File: config.mk
export PLATFORM = sky130hd
export DESIGN_NAME = mult_div_unit
export DESIGN_NICKNAME = d
export VERILOG_FILES = /design/src/rtl/mult_div_pkg.sv /design/src/rtl/mult_div_div_step.sv /design/src/rtl/mult_div_unit.sv
export SDC_FILE = /design/constraint.sdc
export NUM_CORES = 1
export LEC_CHECK = 0
export ABC_AREA = 1
export CAP_MARGIN = 25
export CORE_MARGIN = 2
export CORE_UTILIZATION = 35
export DETAILED_ROUTE_END_ITERATION = 7
export GPL_TIMING_DRIVEN = 0
export SLEW_MARGIN = 20
export SYNTH_ARGS = -nofsm -noshare
export SYNTH_HDL_FRONTEND = slang
export SYNTH_SLANG_ARGS = --single-unit
File: constraint.sdc
create_clock -name clk -period 16 [get_ports clk]
set_input_delay 2.4 -clock clk [delete_from_list [all_inputs] [get_ports clk]]
set_output_delay 2.4 -clock clk [all_outputs]
set_load 0.1 [all_outputs]
File: src/rtl/mult_div_pkg.sv
// Shared types and constants for the sequential signed multiply/divide engine.
package mult_div_pkg;

  typedef enum logic [1:0] {
    IDLE   = 2'd0,
    MULT   = 2'd1,
    DIV    = 2'd2,
    FINISH = 2'd3
  } state_t;

  localparam logic OP_MULT    = 1'b0;
  localparam logic OP_DIV     = 1'b1;
  localparam int   DEF_DATA_W = 32;

  // Wide enough to hold the iteration count DATA_W itself.
  function automatic int cnt_width(input int w);
    return $clog2(w + 1);
  endfunction

  localparam int CNT_W = cnt_width(DEF_DATA_W);

endpackage

File: src/rtl/mult_div_div_step.sv
// One restoring-division step on magnitudes: shifted partial remainder vs divisor.
module div_step
  import mult_div_pkg::*;
#(
  parameter int DATA_W = DEF_DATA_W
) (
  input  logic [DATA_W:0]   rem_in,
  input  logic [DATA_W-1:0] divisor,
  output logic [DATA_W-1:0] rem_out,
  output logic              q_bit
);

  // rem_in is below 2*divisor, so a successful subtraction always fits in DATA_W bits.
  always_comb begin
    q_bit   = (rem_in >= {1'b0, divisor});
    rem_out = q_bit ? (rem_in[DATA_W-1:0] - divisor) : rem_in[DATA_W-1:0];
  end

endmodule

File: src/rtl/mult_div_unit.sv
// Sequential signed MULT (radix-2 Booth) / DIV (restoring) engine owning HI/LO.
// Define MULT_DIV_FAST_MULT_EN to replace the Booth loop with a single-cycle multiply.
module mult_div_unit
  import mult_div_pkg::*;
#(
  parameter int DATA_W = DEF_DATA_W
) (
  input  logic              clk,
  input  logic              reset,
  input  logic              start,
  input  logic              op,
  input  logic [DATA_W-1:0] A,
  input  logic [DATA_W-1:0] B,
  output logic              busy,
  output logic              done,
  output logic              div_zero,
  output logic [DATA_W-1:0] HI_out,
  output logic [DATA_W-1:0] LO_out
);

  localparam int            CW   = cnt_width(DATA_W);
  localparam logic [CW-1:0] LAST = CW'(DATA_W - 1);

  state_t state, next_state;
  logic [CW-1:0]     cnt;
  logic [DATA_W-1:0] mcand;
  logic [2*DATA_W:0] acc;
  logic              booth_bit;
  logic [DATA_W-1:0] divisor, rem, quo;
  logic              sign_a, sign_b;

  logic              load, commit_mult, commit_div, zero_set;
  logic [DATA_W:0]   mcand_ext, booth_hi;
  logic [2*DATA_W:0] booth_sum, acc_next;
  logic [DATA_W-1:0] rem_next, quo_next, quo_fix, rem_fix;
  logic              q_bit;

`ifdef MULT_DIV_FAST_MULT_EN
  logic                        commit_fast;
  logic signed [2*DATA_W-1:0] fast_prod;
  assign fast_prod = $signed(A) * $signed(B);
`endif

  // Booth step: the accumulator's upper part carries one guard bit so INT_MIN multiplicands cannot overflow.
  always_comb begin
    mcand_ext = {mcand[DATA_W-1], mcand};
    booth_hi  = acc[2*DATA_W:DATA_W];
    case ({acc[0], booth_bit})
      2'b10:   booth_hi = booth_hi - mcand_ext;
      2'b01:   booth_hi = booth_hi + mcand_ext;
      default: booth_hi = acc[2*DATA_W:DATA_W];
    endcase
    booth_sum = {booth_hi, acc[DATA_W-1:0]};
    acc_next  = {booth_sum[2*DATA_W], booth_sum[2*DATA_W:1]};
  end

  div_step #(.DATA_W(DATA_W)) u_div_step (
    .rem_in  ({rem, quo[DATA_W-1]}),
    .divisor (divisor),
    .rem_out (rem_next),
    .q_bit   (q_bit)
  );

  // Quotient is negative when operand signs differ; remainder follows the dividend.
  always_comb begin
    quo_next = {quo[DATA_W-2:0], q_bit};
    quo_fix  = (sign_a ^ sign_b) ? -quo_next : quo_next;
    rem_fix  = sign_a ? -rem_next : rem_next;
  end

  always_ff @(posedge clk or posedge reset) begin
    if (reset) state <= IDLE;
    else       state <= next_state;
  end

  always_comb begin
    next_state = state;
    case (state)
      IDLE: begin
        if (start) begin
          if (op == OP_DIV) next_state = (B == '0) ? FINISH : DIV;
`ifdef MULT_DIV_FAST_MULT_EN
          else              next_state = FINISH;
`else
          else              next_state = MULT;
`endif
        end
      end
      MULT, DIV: if (cnt == LAST) next_state = FINISH;
      FINISH:    next_state = IDLE;
      default:   next_state = IDLE;
    endcase
  end

  always_comb begin
    load        = 1'b0;
    commit_mult = 1'b0;
    commit_div  = 1'b0;
    zero_set    = 1'b0;
`ifdef MULT_DIV_FAST_MULT_EN
    commit_fast = 1'b0;
`endif
    case (state)
      IDLE: begin
        load     = start;
        zero_set = start && (op == OP_DIV) && (B == '0);
`ifdef MULT_DIV_FAST_MULT_EN
        commit_fast = start && (op == OP_MULT);
`endif
      end
      MULT:    commit_mult = (cnt == LAST);
      DIV:     commit_div  = (cnt == LAST);
      default: load        = 1'b0;
    endcase
  end

  // Status flags are registered from the next state so done/div_zero are clean one-cycle pulses.
  always_ff @(posedge clk or posedge reset) begin
    if (reset) begin
      busy     <= 1'b0;
      done     <= 1'b0;
      div_zero <= 1'b0;
    end else begin
      busy     <= (next_state != IDLE);
      done     <= (next_state == FINISH);
      div_zero <= zero_set;
    end
  end

  always_ff @(posedge clk or posedge reset) begin
    if (reset) begin
      cnt       <= '0;
      mcand     <= '0;
      acc       <= '0;
      booth_bit <= 1'b0;
      divisor   <= '0;
      rem       <= '0;
      quo       <= '0;
      sign_a    <= 1'b0;
      sign_b    <= 1'b0;
    end else if (load) begin
      cnt       <= '0;
      mcand     <= A;
      acc       <= {{(DATA_W+1){1'b0}}, B};
      booth_bit <= 1'b0;
      divisor   <= B[DATA_W-1] ? -B : B;
      rem       <= '0;
      quo       <= A[DATA_W-1] ? -A : A;
      sign_a    <= A[DATA_W-1];
      sign_b    <= B[DATA_W-1];
    end else if (state == MULT) begin
      cnt       <= cnt + 1'b1;
      acc       <= acc_next;
      booth_bit <= booth_sum[0];
    end else if (state == DIV) begin
      cnt <= cnt + 1'b1;
      rem <= rem_next;
      quo <= quo_next;
    end
  end

  always_ff @(posedge clk or posedge reset) begin
    if (reset) begin
      HI_out <= '0;
      LO_out <= '0;
    end else if (commit_mult) begin
      {HI_out, LO_out} <= acc_next[2*DATA_W-1:0];
    end else if (commit_div) begin
      HI_out <= rem_fix;
      LO_out <= quo_fix;
    end
`ifdef MULT_DIV_FAST_MULT_EN
    else if (commit_fast) begin
      {HI_out, LO_out} <= fast_prod;
    end
`endif
  end

endmodule

==> results_dict.tcl <==
set metrics [dict create \
    nets 3261 \
    max_stage_delay_ps 510 \
    sequentialPowerShare_pct 42.3 \
    finalCriticalPeriod_ps 5290 \
    syn_avg_cell_area_um2 6.77 \
    p_sw_share_pct 23.9 \
    total_power_mw 1.61 \
    hold_buffers 0 \
    finalHoldViolCount 0 \
    relSlewSlack_pct 30.2 \
    grt_usage_pct 26.6 \
    dr.first_iter.drc_count 2108 \
    critPathSlowestCell "nor4b_1" \
    overflow 0 \
    fin_worst_skew_ps 19.2 \
    dieArea_um2 58800 \
    layout-drive-gt1-share_pct 4.55 \
    antenna_found_initial 1 \
    core_area_um2 56400 \
    drtAntennaViolNets 0 \
    tns_ps 0 \
    crit_type "in -> reg" \
    post-cts-setup-buffer-count 0 \
    dr.pass1.iters 6 \
    status "finished clean" \
    cts_tree "done" \
    area_growth_pct 18.0 \
    slew_violations 0 \
    routed_via_density 5.41 \
    pwr-share-comb_pct 3.7 \
    die_x_um 243 \
    post_drt_wl_per_cell_um 20.6 \
    synth.area.top_cells "dfrtp_1, nand2_1, inv_1" \
    clock_path_buffers 3 \
    ys_seq_elements 269 \
    rsz0062_at_grt "no" \
    die_h_um 243 \
    clock-sinks 269 \
    crit_fanout 4 \
    synthDistinctLibCells 64 \
    hpwl_mm 64.0 \
    ios 135 \
    hold_class "reg -> reg" \
    grt_max_degree 99 \
    synth_top_area_share_pct 33.8 \
    worst_pin_slew_ps 1050 \
    syn_inst 2943 \
    yosys_warnings 0 \
    grt_pass1_vias 19700 \
    cts_buffers 35 \
    grt_pass1_wl_mm 120 \
    end_kind "register" \
    cts_root_buffer "clkbuf_16" \
    ctsResizeCount 0 \
    yosysTopAreaCell "dfrtp_1" \
    synthFlopType "dfrtp_1" \
    synth_nets 3088 \
    arrival_ps 5720 \
    utilization_pct 41.7 \
    drv_cap 0 \
    crit_chain "clkdlybuf4s50_1 > inv_1 > ha_1 > inv_1 > nor3_1 > nand3_1 > nor3_1 > nand3_1 > nor4b_1 > nand2_1 > nor3_1 > a21oi_1 > a22oi_1 > o21ai_0" \
    vias 21100 \
    ys_seq_area_share_pct 33.8 \
    worstSetupStartpointType "input pin" \
    period_share_pct 33.0 \
    async_flop_share_pct 100 \
    drc_errors 0 \
    clock.fmax_mhz 189 \
    finalSetupViolCount 0 \
    clkPwrFrac_pct 54.0 \
    initial_core_util_pct 35.3 \
    required_ps 16430 \
    synth_edf_count 0 \
    clk_latency_ps 560 \
    intPower_mw 1.22 \
    place.gp.congestion 0.985 \
    antenna_cells 0 \
    p_leak_nw 11.6 \
    synth_area_um2 19900 \
    path_clk_slew_ps 70 \
    power_density_nw_per_um2 68.3 \
    peakVddDrop_mv 0.0616 \
    wirelength_mm 80.3 \
    path_common_cell "nor3_1" \
    placementRows 87 \
    h-tree-depth 2 \
    switchingPower_uw 384 \
    port_buffers 134 \
]
==> state kept, by name (all words and copies together), names as in the netlist <==
| name | count |
|---|---|
| acc | 64 |
| HI_out | 32 |
| LO_out | 32 |
| divisor | 32 |
| mcand | 32 |
| quo | 32 |
| rem | 32 |
| cnt | 6 |
| state | 2 |
| booth_bit | 1 |
| busy | 1 |
| div_zero | 1 |
| done | 1 |
| sign_b | 1 |
==> kinds of logic after synthesis <==
kind of cell               after synthesis  share of synthesized area [%]
and+or+nand+nor                       1428                           30.1
AOI/OAI and AO/OA                      575                           17.6
buffers and inverters                  505                           9.72
DFF                                    269                           33.8
xor gates and xnor gates                87                           3.82
adders and majority gates               77                           4.91
muxes                                    2                          0.107
==> synthesized netlist by cell type (17+ instances only) <==
master	n
dfrtp_1	269
nor3_1	42
nand4_1	21
a21oi_1	161
nand3_1	160
ha_1	75
o221ai_1	29
inv_1	388
xor2_1	72
o211ai_1	40
a31oi_1	29
nand2_1	821
a221o_1	21
or2_2	17
o21ai_0	198
clkbuf_1	86
nor2_1	294
==> through the flow <==
stage	std cells	setup WS (ps)	cell area [um2]	hold WS (ps)
after detailed placement	3835	10210	22300	466
after global placement	3833	2160	22200	465
final	3899	10710	23500	481
after CTS	3899	10780	23500	486
after global routing	3899	10340	23500	514
after floorplan	2943	6190	19900	450
==> power groups by stage <==
stage,logic [mW],clock network [mW],registers (mW)
2_1_floorplan,0.0222,0,0.693
3_3_place_gp,0.0567,0,0.693
3_5_place_dp,0.0589,0,0.693
4_1_cts,0.0590,0.877,0.680
5_1_grt,0.0641,0.903,0.680
6_report,0.0587,0.868,0.680
==> critical path: cells and delay by family <==
family	cells	cell delay [ps]
and+or+nand+nor	7	2070
buffers and inverters	3	680
AOI/OAI and AO/OA	3	390
adders and majority gates	1	170
==> path summary, 6_finish.rpt <==
| path | start | cells after the start | slack [ps] | endpoint |
|---|---|---|---|---|
| max | B[1] | 14 | 10710 | divisor[30] |
| min | HI_out[10] | 2 | 480 | HI_out[10] |
| max reg2reg | divisor[20] | 27 | 10830 | LO_out[28] |
| min reg2reg | HI_out[10] | 2 | 480 | HI_out[10] |
| max in group asynchronous | reset | 3 | 12670 | acc[14] |
| min in group asynchronous | reset | 2 | 2350 | acc[45] |
==> metal layers <==
layer | global-route usage [%] | routed length (um) | vias to the layer above
met1 | 37.1 | 35500 | 9991
met5 | 0 | 0 | -
met3 | 3.68 | 5960 | 162
met4 | 9.92 | 3300 | 0
li1 | - | - | 10000
met2 | 41.7 | 35500 | 933
==> placed cells by master (no fill, tap or decap), drive strengths merged, types with 25 or more instances in the layout <==
cell type and instances:
o221ai 29, a31oi 29, o21ai 210, ha 75
a21oi 162, nand2 834, o211ai 40, xor2 72
nand3 165, nor3 48, dfrtp 269, clkbuf 130
buf 25, inv 396, clkdlybuf4s50 134, nor2 309
==> layout make-up <==
cell class	instances	area [um2]
Fill cell	6113	32900
Timing Repair Buffer	136	1400
Buffer	109	450
Tap cell	756	946
Multi-Input combinational cell	2169	11300
Inverter	396	1490
Sequential cell	269	6730
Clock inverter	20	256
Clock buffer	44	990
Note: power is estimated with default switching activity, not from simulation.
